===== src/rtl/matrix_buffer.sv =====
// N x N matrix operand store: host word writes/reads, one-cycle bulk load, write map with lock when full.
// Latency: host read data and err are registered (1 cycle); mat_out is combinational from storage.
// Backpressure: none; illegal host accesses are dropped and flagged with a one-cycle err pulse.
//
// Ports: i_clk/i_rst (async, active-low); host bus i_sel, i_wr_en, i_rd_en, i_addr (byte address),
//        i_wr_data, o_rd_data, o_rd_valid; bulk path i_load_all, i_load_data; i_clear (sync wipe);
//        status o_mat_out, o_fill_cnt, o_ready, o_err.
module matrix_buffer #(
    parameter  int N      = 8,
    parameter  int BITS   = 8,
    parameter  int BUS_W  = 32,
    parameter  int ADDR_W = 10,
    localparam int WORDS  = N * N * BITS / BUS_W,
    localparam int CNT_W  = $clog2(WORDS + 1)
) (
    input  logic                  i_clk,
    input  logic                  i_rst,
    input  logic                  i_sel,
    input  logic                  i_wr_en,
    input  logic                  i_rd_en,
    input  logic [ADDR_W-1:0]     i_addr,
    input  logic [BUS_W-1:0]      i_wr_data,
    output logic [BUS_W-1:0]      o_rd_data,
    output logic                  o_rd_valid,
    input  logic                  i_load_all,
    input  logic [N*N*BITS-1:0]   i_load_data,
    input  logic                  i_clear,
    output logic [N*N*BITS-1:0]   o_mat_out,
    output logic [CNT_W-1:0]      o_fill_cnt,
    output logic                  o_ready,
    output logic                  o_err
);
    localparam int BPW    = BUS_W / 8;
    localparam int OFF_W  = $clog2(BPW);
    localparam int WIDX_W = ADDR_W - OFF_W;
    localparam int IDX_W  = (WORDS > 1) ? $clog2(WORDS) : 1;
    localparam logic [WIDX_W-1:0] WORDS_W = WIDX_W'(WORDS);
    localparam logic [CNT_W-1:0]  WORDS_C = CNT_W'(WORDS);

    typedef enum logic [1:0] {EMPTY, FILLING, FULL} state_t;

    state_t                r_state;
    state_t                w_state_nxt;
    logic [BUS_W-1:0]      r_mem [WORDS];
    logic [WORDS-1:0]      r_map;
    logic [CNT_W-1:0]      r_fill_cnt;
    logic [BUS_W-1:0]      r_rd_data;
    logic                  r_rd_valid;
    logic                  r_err;

    logic [WIDX_W-1:0]     w_word;
    logic [IDX_W-1:0]      w_idx;
    logic                  w_ok;
    logic                  w_wr_req;
    logic                  w_rd_req;
    logic                  w_wr_live;
    logic                  w_wr_acc;
    logic                  w_wr_rej;
    logic                  w_new;
    logic [CNT_W-1:0]      w_cnt_nxt;
    logic [N*N*BITS-1:0]   w_mat;

    assign w_word    = i_addr[ADDR_W-1:OFF_W];
    assign w_idx     = w_word[IDX_W-1:0];
    assign w_ok      = (i_addr[OFF_W-1:0] == '0) && (w_word < WORDS_W);
    assign w_wr_req  = i_sel & i_wr_en;
    assign w_rd_req  = i_sel & i_rd_en;
    // A write that collides with clear or load_all is silently dropped, not flagged.
    assign w_wr_live = w_wr_req & ~i_clear & ~i_load_all;
    assign w_wr_acc  = w_wr_live & (r_state != FULL) & w_ok;
    assign w_wr_rej  = w_wr_live & ~((r_state != FULL) & w_ok);
    // Only first writes to a word advance the fill count.
    assign w_new     = w_wr_acc & ~r_map[w_idx];
    assign w_cnt_nxt = r_fill_cnt + CNT_W'(w_new);

    always_ff @(posedge i_clk or negedge i_rst) begin
        if (!i_rst) begin
            r_state <= EMPTY;
        end else begin
            r_state <= w_state_nxt;
        end
    end

    // FULL is entered on the same edge that the last new word lands.
    always_comb begin
        w_state_nxt = r_state;
        if (i_clear) begin
            w_state_nxt = EMPTY;
        end else if (i_load_all) begin
            w_state_nxt = FULL;
        end else if (w_wr_acc) begin
            if (w_cnt_nxt == WORDS_C) begin
                w_state_nxt = FULL;
            end else begin
                w_state_nxt = FILLING;
            end
        end
    end

    always_ff @(posedge i_clk or negedge i_rst) begin
        if (!i_rst) begin
            for (int k = 0; k < WORDS; k++) begin
                r_mem[k] <= '0;
            end
            r_map      <= '0;
            r_fill_cnt <= '0;
            r_rd_data  <= '0;
            r_rd_valid <= 1'b0;
            r_err      <= 1'b0;
        end else begin
            r_rd_valid <= w_rd_req;
            r_err      <= w_wr_rej | (w_rd_req & ~w_ok);
            // Read samples storage before this cycle's update, so read-during-write sees old data.
            if (w_rd_req) begin
                r_rd_data <= w_ok ? r_mem[w_idx] : '0;
            end
            if (i_clear) begin
                for (int k = 0; k < WORDS; k++) begin
                    r_mem[k] <= '0;
                end
                r_map      <= '0;
                r_fill_cnt <= '0;
            end else if (i_load_all) begin
                for (int k = 0; k < WORDS; k++) begin
                    r_mem[k] <= i_load_data[k*BUS_W +: BUS_W];
                end
                r_map      <= '1;
                r_fill_cnt <= WORDS_C;
            end else if (w_wr_acc) begin
                r_mem[w_idx] <= i_wr_data;
                r_map[w_idx] <= 1'b1;
                r_fill_cnt   <= w_cnt_nxt;
            end
        end
    end

    always_comb begin
        w_mat = '0;
        for (int k = 0; k < WORDS; k++) begin
            w_mat[k*BUS_W +: BUS_W] = r_mem[k];
        end
    end

    assign o_mat_out  = w_mat;
    assign o_fill_cnt = r_fill_cnt;
    assign o_ready    = (r_state == FULL);
    assign o_rd_data  = r_rd_data;
    assign o_rd_valid = r_rd_valid;
    assign o_err      = r_err;
endmodule


===== config.mk =====
export PLATFORM = sky130hd
export DESIGN_NAME = matrix_buffer
export DESIGN_NICKNAME = d
export VERILOG_FILES = /design/src/rtl/matrix_buffer.sv
export SDC_FILE = /design/constraint.sdc
export NUM_CORES = 1
export LEC_CHECK = 0
export BUFFER_PORTS_ARGS = -buffer_cell sky130_fd_sc_hd__buf_2
export CORE_AREA = 2 2 428 430
export DETAILED_ROUTE_END_ITERATION = 8
export DIE_AREA = 0 0 430 432
export SLEW_MARGIN = 20
export SYNTH_ARGS = -nofsm -noshare
export SYNTH_HDL_FRONTEND = slang
export SYNTH_SLANG_ARGS = --single-unit

===== constraint.sdc =====
create_clock -name i_clk -period 2.82 [get_ports i_clk]
set_clock_uncertainty 0.1 [all_clocks]
set_input_delay 0.564 -clock i_clk [delete_from_list [all_inputs] [get_ports i_clk]]
set_output_delay 0.564 -clock i_clk [all_outputs]
set_load 0.02 [all_outputs]

# ---- Yosys cells after proc, flatten, opt, wreduce, memory -nomap -nowiden
# Index checks and enable logic that the tools add are counted.
dict set report totals {
  ff_bits 569
  inputBits 561
}
dict set report op_classes {
  add_sub_neg 1
  reduce_logical 5
  n_mux 24
  n_eq_ne 3
  n_lt_le_gt_ge 5
  n_bitwise 18
}
# op n
set ops {}
lappend ops {{$mux W512} 3}
lappend ops {{$bwmux W512} 1}
lappend ops {{$bmux W32 S4} 1}
lappend ops {{$demux W32 S4} 1}
lappend ops {{$mux W32} 4}
lappend ops {{$mux W16} 3}
lappend ops {{$or A16 B16 Y16} 1}
lappend ops {{$mux W5} 3}
lappend ops {{$and A1 B1 Y1} 10}
lappend ops {{$lt A8 B5 Y1 const B} 1}
lappend ops {{$mux W2} 4}
lappend ops {{$add A5 B1 Y5} 1}
lappend ops {{$eq A5 B5 Y1 const B} 1}
lappend ops {{$ge A5 B5 Y1 const B} 1}
lappend ops {{$lt A4 B5 Y1 const B} 1}
lappend ops {{$lt A5 B1 Y1 const B} 1}
lappend ops {{$not A1 Y1} 5}
lappend ops {{$not A4 Y5} 1}
lappend ops {{$bmux W1 S4} 1}
lappend ops {{$demux W1 S4} 1}
lappend ops {{$ge A4 B1 Y1 const B} 1}
lappend ops {{$logic_and A1 B1 Y1} 3}
lappend ops {{$reduce_bool A3 Y1} 1}
lappend ops {{$eq A2 B2 Y1 const B} 1}
lappend ops {{other kinds (4)} 5}

# ---- Depth between registers and ports, before layout
dict set report logic_depth {
  depth_word 12
  depth_mapped 12
  ltp_nobuf 10
}

# ---- Worst setup path before layout
# OpenSTA, ideal clock, no wires.
dict set report synth_timing {
  path_type {in2reg}
  startpoint {input i_addr[5]}
  endpoint {register r_fill_cnt[4] (netlist: o_fill_cnt[4])}
  t_arrival_ns 2.523
  path_stages 11
  required_ns 2.638
  setup_time_ns 0.082
  path_buffers 3
  setup_slack_ns 0.115
  cell_sequence {buf_2 buf_2 buf_2 mux2i_1 mux2i_1 nor2_1 ha_1 ha_1 nand3_1 or3_1 a31oi_1}
}
dict set report synth_via {
  elab_chain_cells 8
  elab_cells_between_ends 12
}
# item line_no
set synth_lines {}
lappend synth_lines {{start: declaration} 21} ;# input logic [ADDR_W-1:0] i_addr,
lappend synth_lines {{$lt A8 B5 Y1 or $bmux W1 S4 (tied branches)} {65, 73}}
lappend synth_lines {{$logic_and A1 B1 Y1 or $mux W1 (tied branches)} {65, 73}}
lappend synth_lines {{$and A1 B1 Y1 or $not A1 Y1 (tied branches)} {70, 73}}
lappend synth_lines {{$and A1 B1 Y1} 73} ;# assign w_new = w_wr_acc & ~r_map[w_idx];
lappend synth_lines {{$add A5 B1 Y5} 74} ;# assign w_cnt_nxt = r_fill_cnt + CNT_W'(w_new);
lappend synth_lines {{$mux W5} 129} ;# end else if (w_wr_acc) begin
lappend synth_lines {{$mux W5} 123} ;# end else if (i_load_all) begin
lappend synth_lines {{$mux W5} 117} ;# if (i_clear) begin
lappend synth_lines {{end signal: assignment} 132} ;# r_fill_cnt <= w_cnt_nxt;
lappend synth_lines {{end: declaration} 46} ;# logic [CNT_W-1:0] r_fill_cnt;
# Several ways; a longest one is shown, not always the timed one. The select of a mux whose other input is x is not followed.
# A chain may end at the register's enable or synchronous reset.

# ---- Worst setup path after layout
dict set report layout_timing {
  startpoint {register r_map[1]}
  endpoint {register r_state[1]}
}
dict set report layout_via {
  elab_chain_cells 10
}
# item line_no
set layout_lines {}
lappend layout_lines {{start: declaration} 45} ;# logic [WORDS-1:0] r_map;
lappend layout_lines {{start signal: assignment} 105} ;# r_map <= '0;
lappend layout_lines {{start signal: assignment} 121} ;# r_map <= '0;
lappend layout_lines {{start signal: assignment} 127} ;# r_map <= '1;
lappend layout_lines {{$bmux W1 S4} 73}
lappend layout_lines {{$mux W1 (implied by the code)} 73}
lappend layout_lines {{$not A1 Y1} 73}
lappend layout_lines {{$and A1 B1 Y1} 73}
lappend layout_lines {{$add A5 B1 Y5} 74}
lappend layout_lines {{$eq A5 B5 Y1} 92} ;# if (w_cnt_nxt == WORDS_C) begin
lappend layout_lines {{$mux W2} 92}
lappend layout_lines {{$mux W2} 91} ;# end else if (w_wr_acc) begin
lappend layout_lines {{$mux W2} 89} ;# end else if (i_load_all) begin
lappend layout_lines {{$mux W2} 87} ;# if (i_clear) begin
lappend layout_lines {{end signal: assignment} 80} ;# r_state <= w_state_nxt;
lappend layout_lines {{end: declaration} 42} ;# state_t r_state;
# Every way passes these cells. The select of a mux whose other input is x is not followed.

==> summary.log <==
qor: finish.nets 3967
qor: status.outcome complete, no violations
qor: synth.postSynthNetCount 2918
qor: cts.tritoncts built
qor: cts.clock_tree.buffer_depth 3
qor: synth.syn_inst 2355
qor: sta.worst-slew-pin-transition 1.11 ns
qor: route.drt-pass1-iter-count 8
qor: global_route.grt_pass1_wl 286000 um
qor: sta.timing.final.crit_share 91.3%
qor: worst_hold_path.worst_hold_path_type input pin to flop
qor: route.vias 31.4k
qor: die.top_level_ports 1113
qor: critical_path.critical_path_rt 3.32 ns
qor: die.std_cell_rows 157
qor: power.largest_vdd_supply_drop 0.000350 V
qor: route.avgRoutedWirePerCell 37.7 um
qor: die.fp.coreArea 182000 um2
qor: sta.finalSetupViolCount 0
qor: sta.hold_viol 0
qor: placement.placed_wire_length_estimate_after_detailed_placement 166000 um
qor: power.static_leakage_power 18.4 nW
qor: global_route.grt_use_total 22.8%
qor: sta.fmax 389 MHz
qor: route.drc_errors 0
qor: die.die_height 432 um
qor: synth.yosysTopAreaCell sky130_fd_sc_hd__dfrtp_1
qor: power.power.density_cell_area 555 nW/um2
qor: critical_path.critPathMaxFanout 3
qor: global_route.pin_count_of_the_biggest_net_entering_global_routing 87
qor: critical_path.critical_path.endpoint_type flop
qor: placement.gp_congestion 0.980
qor: sta.slew_viols_final 0
qor: cts.clkTransAtPathRegs 0.06 ns
qor: critical_path.ff2ff_path_depth 10
qor: synth.synth.ff_latch_count 569
qor: synth.synth_area 29300 um2
qor: synth.synth_seq_area_share 48.6%
qor: critical_path.crit_type flop to flop
qor: synth.yosys.area.top_type_share 48.6%
qor: global_route.grt_overflow 0
qor: route.wirelength 221000 um
qor: cts.clk_latency 0.69 ns
qor: finish.multi_input_area 13700 um2
qor: finish.layout_stage_area_growth_over_the_synthesis_result 41.7%
qor: sta.max_slew_margin 25.6%
qor: critical_path.startpoint r_map[1]
qor: cts.clock-root-buffer sky130_fd_sc_hd__clkbuf_16
qor: critical_path.crit_arrival 3.07 ns
qor: cts.clock-sinks 569
qor: critical_path.regToRegEndpoint r_state[1]
qor: sta.setup_repair_after_global_routing_missed_its_margin false
qor: cts.htree_levels 3
qor: placement.io_buffers 1112
qor: synth.synth_top_cells_by_area sky130_fd_sc_hd__dfrtp_1, sky130_fd_sc_hd__o2bb2ai_1, sky130_fd_sc_hd__a22oi_1
qor: route.detail-route-antenna-nets 0
qor: run.drv_cap 0
qor: synth.async_flop_share 100%
qor: finish.layout-drive-gt1-share 47.5%
qor: placement.post-place-cells 5707
qor: synth.ys.flop_type sky130_fd_sc_hd__dfrtp_1
qor: route.avgViaCountPerCell 5.35
qor: synth.synth-edff-count 0
qor: synth.synth.yosys.warnings 0
qor: finish.sequential_area 14200 um2
qor: die.design.die.area 186000 um2
qor: route.drt_iter0_drc 4001
qor: finish.fill_cells 19.5k
qor: critical_path.capture_point_of_the_critical_path r_state[1]
qor: sta.finalCriticalPeriod 2.57 ns
qor: die.floorplan.die.width 430 um
qor: global_route.antenna_found_initial 35
qor: finish.post_layout_nonfiller_instances 5870
qor: die.initial_core_util 16.1%
qor: global_route.first_global_vias 30.4k
qor: critical_path.ff2ff_setup_slack 0.25 ns
qor: cts.cts_buffers 72
qor: sta.worst_hold_slack 0.0855 ns
qor: synth.ys_types 50
qor: synth.synthesis.area_per_instance 12.4 um2
qor: critical_path.startpoint_type flop
qor: critical_path.worst_r2r_startpoint r_map[1]
## cell usage after synthesis, types with 3 or more instances
cell,n
sky130_fd_sc_hd__dfrtp_1,569
sky130_fd_sc_hd__a22oi_1,512
sky130_fd_sc_hd__o2bb2ai_1,506
sky130_fd_sc_hd__clkbuf_1,167
sky130_fd_sc_hd__buf_2,150
sky130_fd_sc_hd__mux4_2,132
sky130_fd_sc_hd__nand2_1,42
sky130_fd_sc_hd__nor2b_1,36
sky130_fd_sc_hd__a22o_1,32
sky130_fd_sc_hd__o21ai_1,32
sky130_fd_sc_hd__a221oi_2,31
sky130_fd_sc_hd__nor2_1,24
sky130_fd_sc_hd__a211oi_1,16
sky130_fd_sc_hd__a21oi_2,16
sky130_fd_sc_hd__buf_4,12
sky130_fd_sc_hd__buf_6,10
sky130_fd_sc_hd__nor2_2,8
sky130_fd_sc_hd__mux2i_1,4
sky130_fd_sc_hd__a21oi_1,3
sky130_fd_sc_hd__buf_1,3
sky130_fd_sc_hd__inv_1,3
sky130_fd_sc_hd__mux2_1,3
sky130_fd_sc_hd__nand2b_1,3
sky130_fd_sc_hd__o31ai_1,3
## layer usage
layer | share of wire [%] | wire length, um | track usage, %
met3 | 12 | 27300 | 9.88
met4 | 6.1 | 13400 | 12.9
met1 | 35 | 77400 | 25.5
met5 | 0 | 0 | 0
met2 | 47 | 103000 | 36.2
## power breakdown
part	switching, W	total (W)	internal [W]	leakage, nW
logic	0.00282	0.00425	0.00144	9.42
registers	0.000409	0.00890	0.00849	7.74
clock network	0.00413	0.00990	0.00576	1.21
total	0.00736	0.0230	0.0157	18.4
## layout make-up
cell class	instances	area share (%)
tap	2385	7.19
antenna	25	0.151
inverter	3	0.0271
multi-input combinational	1441	33.0
sequential	569	34.3
timing repair buffer	1317	19.4
clock buffer	105	5.16
clock inverter	25	0.769
## registers in the layout (all words and copies together) (netlist names)
register / cells
o_rd_data: 32
o_rd_valid: 1
o_mat_out: 512
r_map: 16
o_fill_cnt: 5
o_err: 1
r_state: 2
## per-stage QoR
stage               TNS [ns]  area, um2  setup slack, ns  total power, W  util, %
floorplan                  0      29300            0.115          0.0107        -
global placement      -0.668      38900           -0.231          0.0132     21.4
detailed placement    -0.455      38900           -0.169          0.0132     21.4
CTS                        0      41400            0.295          0.0232     22.8
global route               0      41500            0.116          0.0237     22.8
finish                     0      41500            0.246          0.0230     22.8
## worst min path at each step
stage / start / end / slack, ns / cells after the start
4_1_cts: i_load_data[356] / o_mat_out[356] / 0.00009 / 3
3_5_place_dp: o_rd_data[2] / o_rd_data[2] / 0.37 / 2
6_report: i_load_data[387] / o_mat_out[387] / 0.09 / 3
5_1_grt: i_load_data[229] / o_mat_out[229] / 0.04 / 3
2_1_floorplan: i_rst / o_err / 0.17 / 0
3_3_place_gp: o_rd_data[16] / o_rd_data[16] / 0.37 / 2
## kinds of logic (layout without fill, tap and decap cells)
kind of cell / after synthesis / count (layout) / share of synthesized area (%)
buffers and inverters: 345 / 1450 / 5.47
DFF: 569 / 569 / 48.6
muxes: 139 / 139 / 10.4
other: 0 / 25 / 0
AOI/OAI and AO/OA: 1162 / 1162 / 32.7
xor gates and xnor gates: 3 / 3 / 0.0898
and+or+nand+nor: 135 / 135 / 2.65
adders and majority gates: 2 / 2 / 0.0855
## layout by cell type (no fill, tap or decap), drive strengths merged, types with 4 or more instances in the layout
cell / n
nand2b: 4
nor2: 32
inv: 7
mux2i: 4
o21ai: 34
diode: 25
dfrtp: 569
a22o: 32
a21oi: 19
a22oi: 512
buf: 1308
o2bb2ai: 506
clkinv: 14
mux4: 132
nor3: 5
bufinv: 5
nor2b: 36
clkbuf: 106
a211oi: 16
a221oi: 32
nand2: 43
dlygate4sd3: 8
## worst max-delay path: stages, from the launching register on
cell and delay (ns):
sky130_fd_sc_hd__dfrtp_1 0.41, sky130_fd_sc_hd__mux4_2 0.47, sky130_fd_sc_hd__mux2i_1 0.17, sky130_fd_sc_hd__mux2i_1 0.11, sky130_fd_sc_hd__nor2_1 0.13, sky130_fd_sc_hd__ha_1 0.21, sky130_fd_sc_hd__ha_1 0.22, sky130_fd_sc_hd__nand3_1 0.13
sky130_fd_sc_hd__xnor2_1 0.20, sky130_fd_sc_hd__nand4_1 0.15, sky130_fd_sc_hd__a31oi_1 0.19
## what timing repair did
action / in CTS / in global routing
setup buffers: 0 / 0
hold buffers: 8 / 0
endpoints found under the setup margin: 0 / 0
hold endpoints to repair: 50 / 0
resized for setup: 0 / 0
No activity file was read; power rests on OpenSTA's default activity.
